File: config.mk
export PLATFORM = sky130hd
export DESIGN_NAME = inst_fetch_queue
export DESIGN_NICKNAME = d
export VERILOG_FILES = /design/src/rtl/inst_fetch_queue.sv
export SDC_FILE = /design/constraint.sdc
export NUM_CORES = 2
export LEC_CHECK = 0
export CAP_MARGIN = 20
export CORE_ASPECT_RATIO = 0.7
export CORE_UTILIZATION = 45
export CTS_BUF_LIST = sky130_fd_sc_hd__clkbuf_8
export DETAILED_ROUTE_END_ITERATION = 12
export PLACE_DENSITY = 0.67
export SLEW_MARGIN = 5
export SYNTH_ARGS = -nofsm -noshare
export SYNTH_HDL_FRONTEND = slang
export SYNTH_SLANG_ARGS = --single-unit
File: constraint.sdc
create_clock -name clk -period 3.4 [get_ports clk]
set_clock_uncertainty 0.2 [all_clocks]
set_input_delay 1.02 -clock clk [delete_from_list [all_inputs] [get_ports clk]]
set_output_delay 1.02 -clock clk [all_outputs]
set_load 0.03 [all_outputs]
File: src/rtl/inst_fetch_queue.sv
`default_nettype none
// ============================================================================
// Module      : inst_fetch_queue
// Description : Instruction fetch front end. Issues one 32-bit fetch at a
//               time to the memory controller. Buffers returned words with
//               their PCs in a circular FIFO that the decoder pops from.
//               Redirects statically on JAL. A flush restarts fetch at a new
//               PC and empties the queue.
// Ports       : clk, rst_n            - clock, async active-low reset
//               fetch_req/fetch_addr  - registered memory request (held
//                                       until fetch_done)
//               fetch_done/fetch_inst - one-cycle completion + data
//               iq_valid/iq_inst/
//               iq_pc/iq_pred_taken   - head of queue (combinational)
//               iq_pop                - consume head
//               flush/flush_pc        - discard queue, restart at flush_pc
// Revision    : 1.0 - initial release
// ============================================================================
module inst_fetch_queue #(
    parameter int          QUEUE_DEPTH = 16,
    parameter logic [31:0] RESET_PC    = 32'h0
) (
    input  logic        clk,
    input  logic        rst_n,
    output logic        fetch_req,
    output logic [31:0] fetch_addr,
    input  logic        fetch_done,
    input  logic [31:0] fetch_inst,
    output logic        iq_valid,
    output logic [31:0] iq_inst,
    output logic [31:0] iq_pc,
    output logic        iq_pred_taken,
    input  logic        iq_pop,
    input  logic        flush,
    input  logic [31:0] flush_pc
);

    localparam int                 c_PTR_W   = $clog2(QUEUE_DEPTH);
    localparam logic [c_PTR_W:0]   c_FULL    = (c_PTR_W+1)'(QUEUE_DEPTH);
    localparam logic [c_PTR_W:0]   c_CNT_ONE = (c_PTR_W+1)'(1);
    localparam logic [c_PTR_W-1:0] c_PTR_ONE = c_PTR_W'(1);

    typedef enum logic [1:0] {
        S_IDLE  = 2'd0,
        S_WAIT  = 2'd1,
        S_DRAIN = 2'd2
    } state_t;

    state_t             r_state;
    state_t             w_state_nxt;
    logic [31:0]        r_pc;
    logic [31:0]        w_pc_nxt;
    logic               w_req_nxt;
    logic [31:0]        w_addr_nxt;
    logic               w_push;
    logic               w_pop;

    logic [c_PTR_W-1:0] r_head;
    logic [c_PTR_W-1:0] r_tail;
    logic [c_PTR_W:0]   r_count;  // one extra bit separates full from empty

    logic [31:0]        r_inst_mem [QUEUE_DEPTH];
    logic [31:0]        r_pc_mem   [QUEUE_DEPTH];
    logic               r_jal_mem  [QUEUE_DEPTH];

    // Static JAL target: J-type immediate, sign-extended from bit 20.
    logic               w_is_jal;
    logic [31:0]        w_jal_imm;
    logic [31:0]        w_next_pc;

    assign w_is_jal  = (fetch_inst[6:0] == 7'h6f);
    assign w_jal_imm = {{11{fetch_inst[31]}}, fetch_inst[31], fetch_inst[19:12],
                        fetch_inst[20], fetch_inst[30:21], 1'b0};
    assign w_next_pc = fetch_addr + (w_is_jal ? w_jal_imm : 32'd4);

    // ------------------------------------------------------------------------
    // FSM next-state and registered request values
    // ------------------------------------------------------------------------
    always_comb begin
        w_state_nxt = r_state;
        w_pc_nxt    = r_pc;
        w_req_nxt   = fetch_req;
        w_addr_nxt  = fetch_addr;
        w_push      = 1'b0;
        case (r_state)
            S_IDLE: begin
                if (flush) begin
                    w_pc_nxt = flush_pc;
                end else if (r_count < c_FULL) begin
                    // Space is reserved here, so the later push cannot overflow.
                    w_req_nxt   = 1'b1;
                    w_addr_nxt  = r_pc;
                    w_state_nxt = S_WAIT;
                end
            end
            S_WAIT: begin
                if (flush) begin
                    w_pc_nxt = flush_pc;
                    if (fetch_done) begin
                        w_req_nxt   = 1'b0;
                        w_state_nxt = S_IDLE;
                    end else begin
                        // Controller still owns the transaction; keep the
                        // request asserted and swallow its data later.
                        w_state_nxt = S_DRAIN;
                    end
                end else if (fetch_done) begin
                    w_push      = 1'b1;
                    w_pc_nxt    = w_next_pc;
                    w_req_nxt   = 1'b0;
                    w_state_nxt = S_IDLE;
                end
            end
            S_DRAIN: begin
                if (flush) begin
                    w_pc_nxt = flush_pc;
                end
                if (fetch_done) begin
                    w_req_nxt   = 1'b0;
                    w_state_nxt = S_IDLE;
                end
            end
            default: begin
                w_state_nxt = S_IDLE;
                w_req_nxt   = 1'b0;
            end
        endcase
    end

    always_ff @(posedge clk or negedge rst_n) begin
        if (!rst_n) begin
            r_state    <= S_IDLE;
            r_pc       <= RESET_PC;
            fetch_req  <= 1'b0;
            fetch_addr <= 32'h0;
        end else begin
            r_state    <= w_state_nxt;
            r_pc       <= w_pc_nxt;
            fetch_req  <= w_req_nxt;
            fetch_addr <= w_addr_nxt;
        end
    end

    // ------------------------------------------------------------------------
    // Circular queue; flush overrides both push and pop
    // ------------------------------------------------------------------------
    assign w_pop = iq_pop && (r_count != '0);

    always_ff @(posedge clk or negedge rst_n) begin
        if (!rst_n) begin
            r_head  <= '0;
            r_tail  <= '0;
            r_count <= '0;
            for (int i = 0; i < QUEUE_DEPTH; i++) begin
                r_inst_mem[i] <= 32'h0;
                r_pc_mem[i]   <= 32'h0;
                r_jal_mem[i]  <= 1'b0;
            end
        end else if (flush) begin
            r_head  <= '0;
            r_tail  <= '0;
            r_count <= '0;
        end else begin
            if (w_push) begin
                r_inst_mem[r_tail] <= fetch_inst;
                r_pc_mem[r_tail]   <= fetch_addr;
                r_jal_mem[r_tail]  <= w_is_jal;
                r_tail             <= r_tail + c_PTR_ONE;
            end
            if (w_pop) begin
                r_head <= r_head + c_PTR_ONE;
            end
            if (w_push && !w_pop) begin
                r_count <= r_count + c_CNT_ONE;
            end else if (w_pop && !w_push) begin
                r_count <= r_count - c_CNT_ONE;
            end
        end
    end

    // Head fields are masked when empty so stale slots never leak out.
    assign iq_valid      = (r_count != '0);
    assign iq_inst       = iq_valid ? r_inst_mem[r_head] : 32'h0;
    assign iq_pc         = iq_valid ? r_pc_mem[r_head]   : 32'h0;
    assign iq_pred_taken = iq_valid ? r_jal_mem[r_head]  : 1'b0;

endmodule
`default_nettype wire

* Yosys cells after proc, flatten, opt, wreduce, memory -nomap -nowiden
Cells that the tools add are included.
** Word-level totals
- Input port bits :: 69
- Output and inout port bits :: 99
- Logic and storage cells :: 138
- Register bits after elaboration :: 1120
** Operators by class
- Reductions and logical operators :: 19
- $add $sub $neg :: 5
- Eq/ne operators :: 8
- Bitwise operators :: 3
- Magnitude comparators :: 4
- Muxes and demuxes :: 44
** Operator list (count)
- 512-bit bitwise mux :: 2
- 32-bit 2-to-1 mux :: 11
- 32-bit binary-select mux with 4-bit select :: 2
- 32-bit demux with 4-bit select :: 1
- 32-bit one-hot mux with 2 select lines :: 1
- 32-bit adder :: 1
- 16-bit bitwise mux :: 1
- 4-bit 2-to-1 mux :: 4
- 5-bit 2-to-1 mux :: 3
- 5-bit greater-or-equal comparator, second input constant :: 2
- 1-bit 2-to-1 mux :: 10
- 2-bit 2-to-1 mux :: 5
- 4-bit inverter with 5-bit output :: 2
- 3-bit AND reduction :: 3
- 4-bit by 1-bit adder with 4-bit output, second input constant :: 2
- 7-bit equality test, second input constant :: 1
- 2-bit one-hot mux with 3 select lines :: 1
- 2-bit nonzero test :: 3
- 5-bit by 1-bit adder with 5-bit output, second input constant :: 1
- 5-bit by 1-bit less-than comparator with 1-bit output, second input constant :: 1
- 5-bit less-than comparator, second input constant :: 1
- 5-bit nonzero test :: 1
- 5-bit by 1-bit subtractor with 5-bit output, second input constant :: 1
- 1-bit binary-select mux with 4-bit select :: 1
- other kinds (14) :: 22

* Depth between registers and ports, before layout
- Word-level depth :: 8
- Depth in mapped cells :: 15
- Gate-level depth less buffers :: 14

* Least setup slack after synthesis
Ideal clock, no wire load.
- Kind :: input to register
- From :: in fetch_inst[1]
- To :: reg r_pc[21]
- Path slack :: -0.844 ns
- Cell stages on the path :: 15
- Arrival :: 3.975 ns
- Library setup time :: 0.069 ns
- Data required time :: 3.131 ns
- Path buffers :: 2
- Cell sequence :: clkbuf_2 nand3_1 nor2_1 clkbuf_1 and2_1 ha_1 fa_1 a211oi_1 nor2_1 o21ai_1 o21ai_1 o41ai_4 mux2i_1 or4_1 nand3_1
** Between the ends
- Longest elaborated chain between the ends :: 6
** Ends and longest elaborated chain
- start, declared :: RTL line 28 : input logic [31:0] fetch_inst,
- 7-bit equality test :: RTL line 71 : assign w_is_jal = (fetch_inst[6:0] == 7'h6f);
- 32-bit 2-to-1 mux :: RTL line 74 : assign w_next_pc = fetch_addr + (w_is_jal ? w_jal_imm : 32'd4);
- 32-bit adder :: RTL line 74
- 32-bit 2-to-1 mux :: RTL line 107 : end else if (fetch_done) begin
- 32-bit 2-to-1 mux :: RTL line 97 : if (flush) begin
- 32-bit one-hot mux with 2 select lines :: RTL line 85 : case (r_state)
- end signal, assigned :: RTL line 138 : r_pc <= w_pc_nxt;
- end, declared :: RTL line 51 : logic [31:0] r_pc;
Every way passes these cells. The select of a mux whose other input is x is not followed.
A chain may end at the register's enable or synchronous reset.

* Worst setup path in the final report
- From :: reg r_head[0]
- To :: out iq_pc[4]
** Between the ends
- Longest elaborated chain between the ends :: 5
** Ends and longest elaborated chain
- start, declared :: RTL line 58 : logic [c_PTR_W-1:0] r_head;
- start signal, assigned :: RTL line 171 : r_head <= r_head + c_PTR_ONE;
- 4-bit inverter with 5-bit output (not written as such) :: RTL line 184 : assign iq_pc = iq_valid ? r_pc_mem[r_head] : 32'h0;
- 32-bit binary-select mux with 4-bit select :: RTL line 184
- 32-bit 2-to-1 mux (not written as such) (2 in a row) :: RTL line 184
- 32-bit 2-to-1 mux :: RTL line 184
- end, declared :: RTL line 31 : output logic [31:0] iq_pc,
Every way passes these cells. The select of a mux whose other input is x is not followed.

==> run_results.csv <==
group,metric,value,unit
status,outcome,"finished with violations",
status,violations,"setup timing",
drt,ant_nets,0,
place,pre_cts_ws,-1290,ps
logic_synthesis,synth_area_leaders,"dfrtp_1, mux2_2, mux4_2",
worst_setup_path,crit_required,2180,ps
sta,drv_slew,0,
floorplan,die_y,287,µm
worst_setup_path,start_kind,"register",
final_layout,num-nets-final,3932,
logic_synthesis,synth-seq-cells,1120,
floorplan,die-area,117000,µm²
global_route,grt_usage,25.0,%
drt,drcViolationCount,0,
power,p_leak,30.4,nW
drt,dr.pass1.iters,5,
sta,rsz0062_at_grt,"yes",
clock_tree,clkSlewWorstSetupHoldPaths,70,ps
floorplan,dieWidth,409,µm
clock_tree,cts_tree,"done",
clock_tree,cts_root_buf,"clkbuf_8",
worst_setup_path,worstPathArrival,3290,ps
floorplan,rows,104,
sta,max_clock_freq,222,MHz
place,portBuffers,167,
logic_synthesis,synth.avg_cell_area,15.4,µm²
flow_run,cap_violations,0,
logic_synthesis,synth_top_area_share,53.8,%
floorplan,io_pins,168,
drt,vias_per_cell,5.77,
worst_setup_path,cp-end-kind,"output port",
power,ir_drop,0.489,mV
drt,drt_iter0_drc,2170,
logic_synthesis,yosysWarnings,0,
logic_synthesis,ys.flop_type,"dfrtp_1",
clock_tree,cts_buffers,168,
logic_synthesis,syn_nets,3495,
floorplan,initial_core_util,45.4,%
place,gp_congestion,0.872,
worst_setup_path,cp_max_fo,10,
sta,fin_crit_sh,133,%
place,dp.final_hpwl,89.2,mm
final_layout,fillers,9167,
drt,wl_per_cell,26.3,µm
global_route,grt_pass1_vias,33100,
global_route,grt_pass1_wl,219,mm
final_layout,finish.instance_area,63600,µm²
sta,setup_viol,69,
global_route,antenna_found_initial,4,
logic_synthesis,syn_area,52100,µm²
drt,wl,145,mm
clock_tree,cts_max_level,4,
place,dp_cells,5135,
final_layout,area_growth,22.1,%
floorplan,core_area,115000,µm²
logic_synthesis,ys_seq_area_share,53.8,%
drt,routed-via-count,31700,
worst_setup_path,rrSetupSlack,340,ps
clock_tree,cts.sinks,1120,
final_layout,drive_gt1_share,56.9,%
logic_synthesis,synth_cell_types,59,
logic_synthesis,async_flop_share,100,%
sta,max_slew_margin,44.4,%
logic_synthesis,yosysMostFrequentCell,"dfrtp_1",
clock_tree,clockBufferDepth,3,
logic_synthesis,synth_common_cells,"dfrtp_1, mux2_2, mux4_2, clkbuf_1, buf_2",
min_path,hold_path_class,"reg -> reg",
global_route,grt_overflow,0,
sta,tightestPinTransition,831,ps
global_route,grt_max_degree,90,
sta,hold_viol,0,
logic_synthesis,synth_cells,3393,
logic_synthesis,yosysTopAreaCell,"dfrtp_1",
sta,setup_slack,-1110,ps
power,p_per_area,661,nW/µm²
worst_setup_path,path_class,"reg -> out",
final_layout,final_cells,5491,
place,dpl_cell_area,58300,µm²
sta,hold_slack,281,ps
sta,period_minus_slack,4510,ps
clock_tree,insertion_delay,860,ps
logic_synthesis,synth_edf_count,0,
kinds of logic (layout without fill, tap and decap cells):
group / after synthesis / in the layout / synth area share, %
AND/OR/NAND/NOR: 338 / 338 / 3.33
adder cells (fa/ha/maj): 33 / 33 / 0.821
buffers and inverters: 314 / 872 / 2.49
other: 0 / 3 / 0
flip-flops: 1120 / 1120 / 53.8
AO/OA/AOI/OAI: 162 / 162 / 1.93
multiplexers: 1397 / 1397 / 37.2
XOR/XNOR: 29 / 29 / 0.487
per-stage QoR:
stage	TNS [ps]	utilization, %	total power, mW
after CTS	-74060	54.8	41.6
after detailed placement	-52920	50.7	28.9
after floorplan	-3470	-	23.4
final	-66200	55.4	42.1
after global routing	-73120	55.4	44.0
after global placement	-48810	50.7	28.8
routing by layer:
metal / track usage (%) / wire length, µm / vias to the layer above / part of all wire [%]
li1: - / - / 13500 / -
met1: 35.8 / 65400 / 17200 / 45
met2: 38.9 / 67500 / 803 / 47
met3: 5.50 / 8820 / 193 / 6.1
met4: 6.48 / 2840 / 2 / 2.0
met5: 0 / 13 / - / 0.0090
layout by cell type, fill, tap and decap left out, drive strengths merged, types with 20 or more instances in the layout:
| cell | count |
|---|---|
| dfrtp | 1120 |
| mux2 | 1060 |
| buf | 461 |
| mux4 | 325 |
| clkbuf | 231 |
| nand2 | 92 |
| clkdlybuf4s50 | 66 |
| nor2b | 66 |
| nor2 | 63 |
| o21ai | 61 |
| inv | 58 |
| a21oi | 48 |
| ha | 31 |
| dlygate4sd2 | 28 |
| and2 | 26 |
| xnor2 | 22 |
| nand3 | 20 |
worst max-delay path: stages (launching register included):
cell and delay [ps]:
dfrtp_4 450, buf_12 130, buf_12 150, buf_12 140
buf_12 150, mux4_2 520, mux4_2 490, nor2b_1 190
buf_4 200
report_power, final:
part	switching, mW	total [mW]	internal [mW]
sequential	0.999	15.7	14.7
clock	5.42	11.5	6.10
combinational	7.76	14.9	7.12
registers in the layout, summed over array words and instances (netlist names):
name and flops:
r_pc_mem 512, r_pc 32, fetch_req 1, r_count 5, r_jal_mem 16, r_head 4, fetch_addr 32, r_state 2
r_tail 4, r_inst_mem 512
timing repair:
| action | 4_1_cts | 5_1_grt |
|---|---|---|
| setup buffers | 40 | 11 |
| setup endpoints to repair | 108 | 78 |
| resized for setup | 226 | 135 |
| endpoints found under the hold margin | 22 | 0 |
| cloned | 12 | 6 |
| pin swaps | 29 | 31 |
| hold buffers | 1 | 0 |
area by class of cell:
cell class | instances | area, µm² | area share, %
multi-input combinational | 1959 | 23600 | 37.1
inverter | 13 | 48.8 | 0.0767
antenna | 3 | 7.51 | 0.0118
sequential | 1120 | 28000 | 44.1
tap | 1537 | 1920 | 3.02
timing repair buffer | 568 | 6530 | 10.3
clock inverter | 66 | 378 | 0.594
clock buffer | 225 | 3100 | 4.87
final timing paths:
check                           depth (start not counted)              end  startpoint
worst min register to register                          2         r_pc[11]    r_pc[11]
worst min-delay path                                    2         r_pc[11]    r_pc[11]
min in group asynchronous                               2    r_pc_mem[199]       rst_n
worst max-delay path                                    8         iq_pc[4]   r_head[0]
max in group asynchronous                               4  r_inst_mem[391]       rst_n
worst max register to register                         16       r_count[4]  r_count[4]
Note: power is estimated with default switching activity, not from simulation.
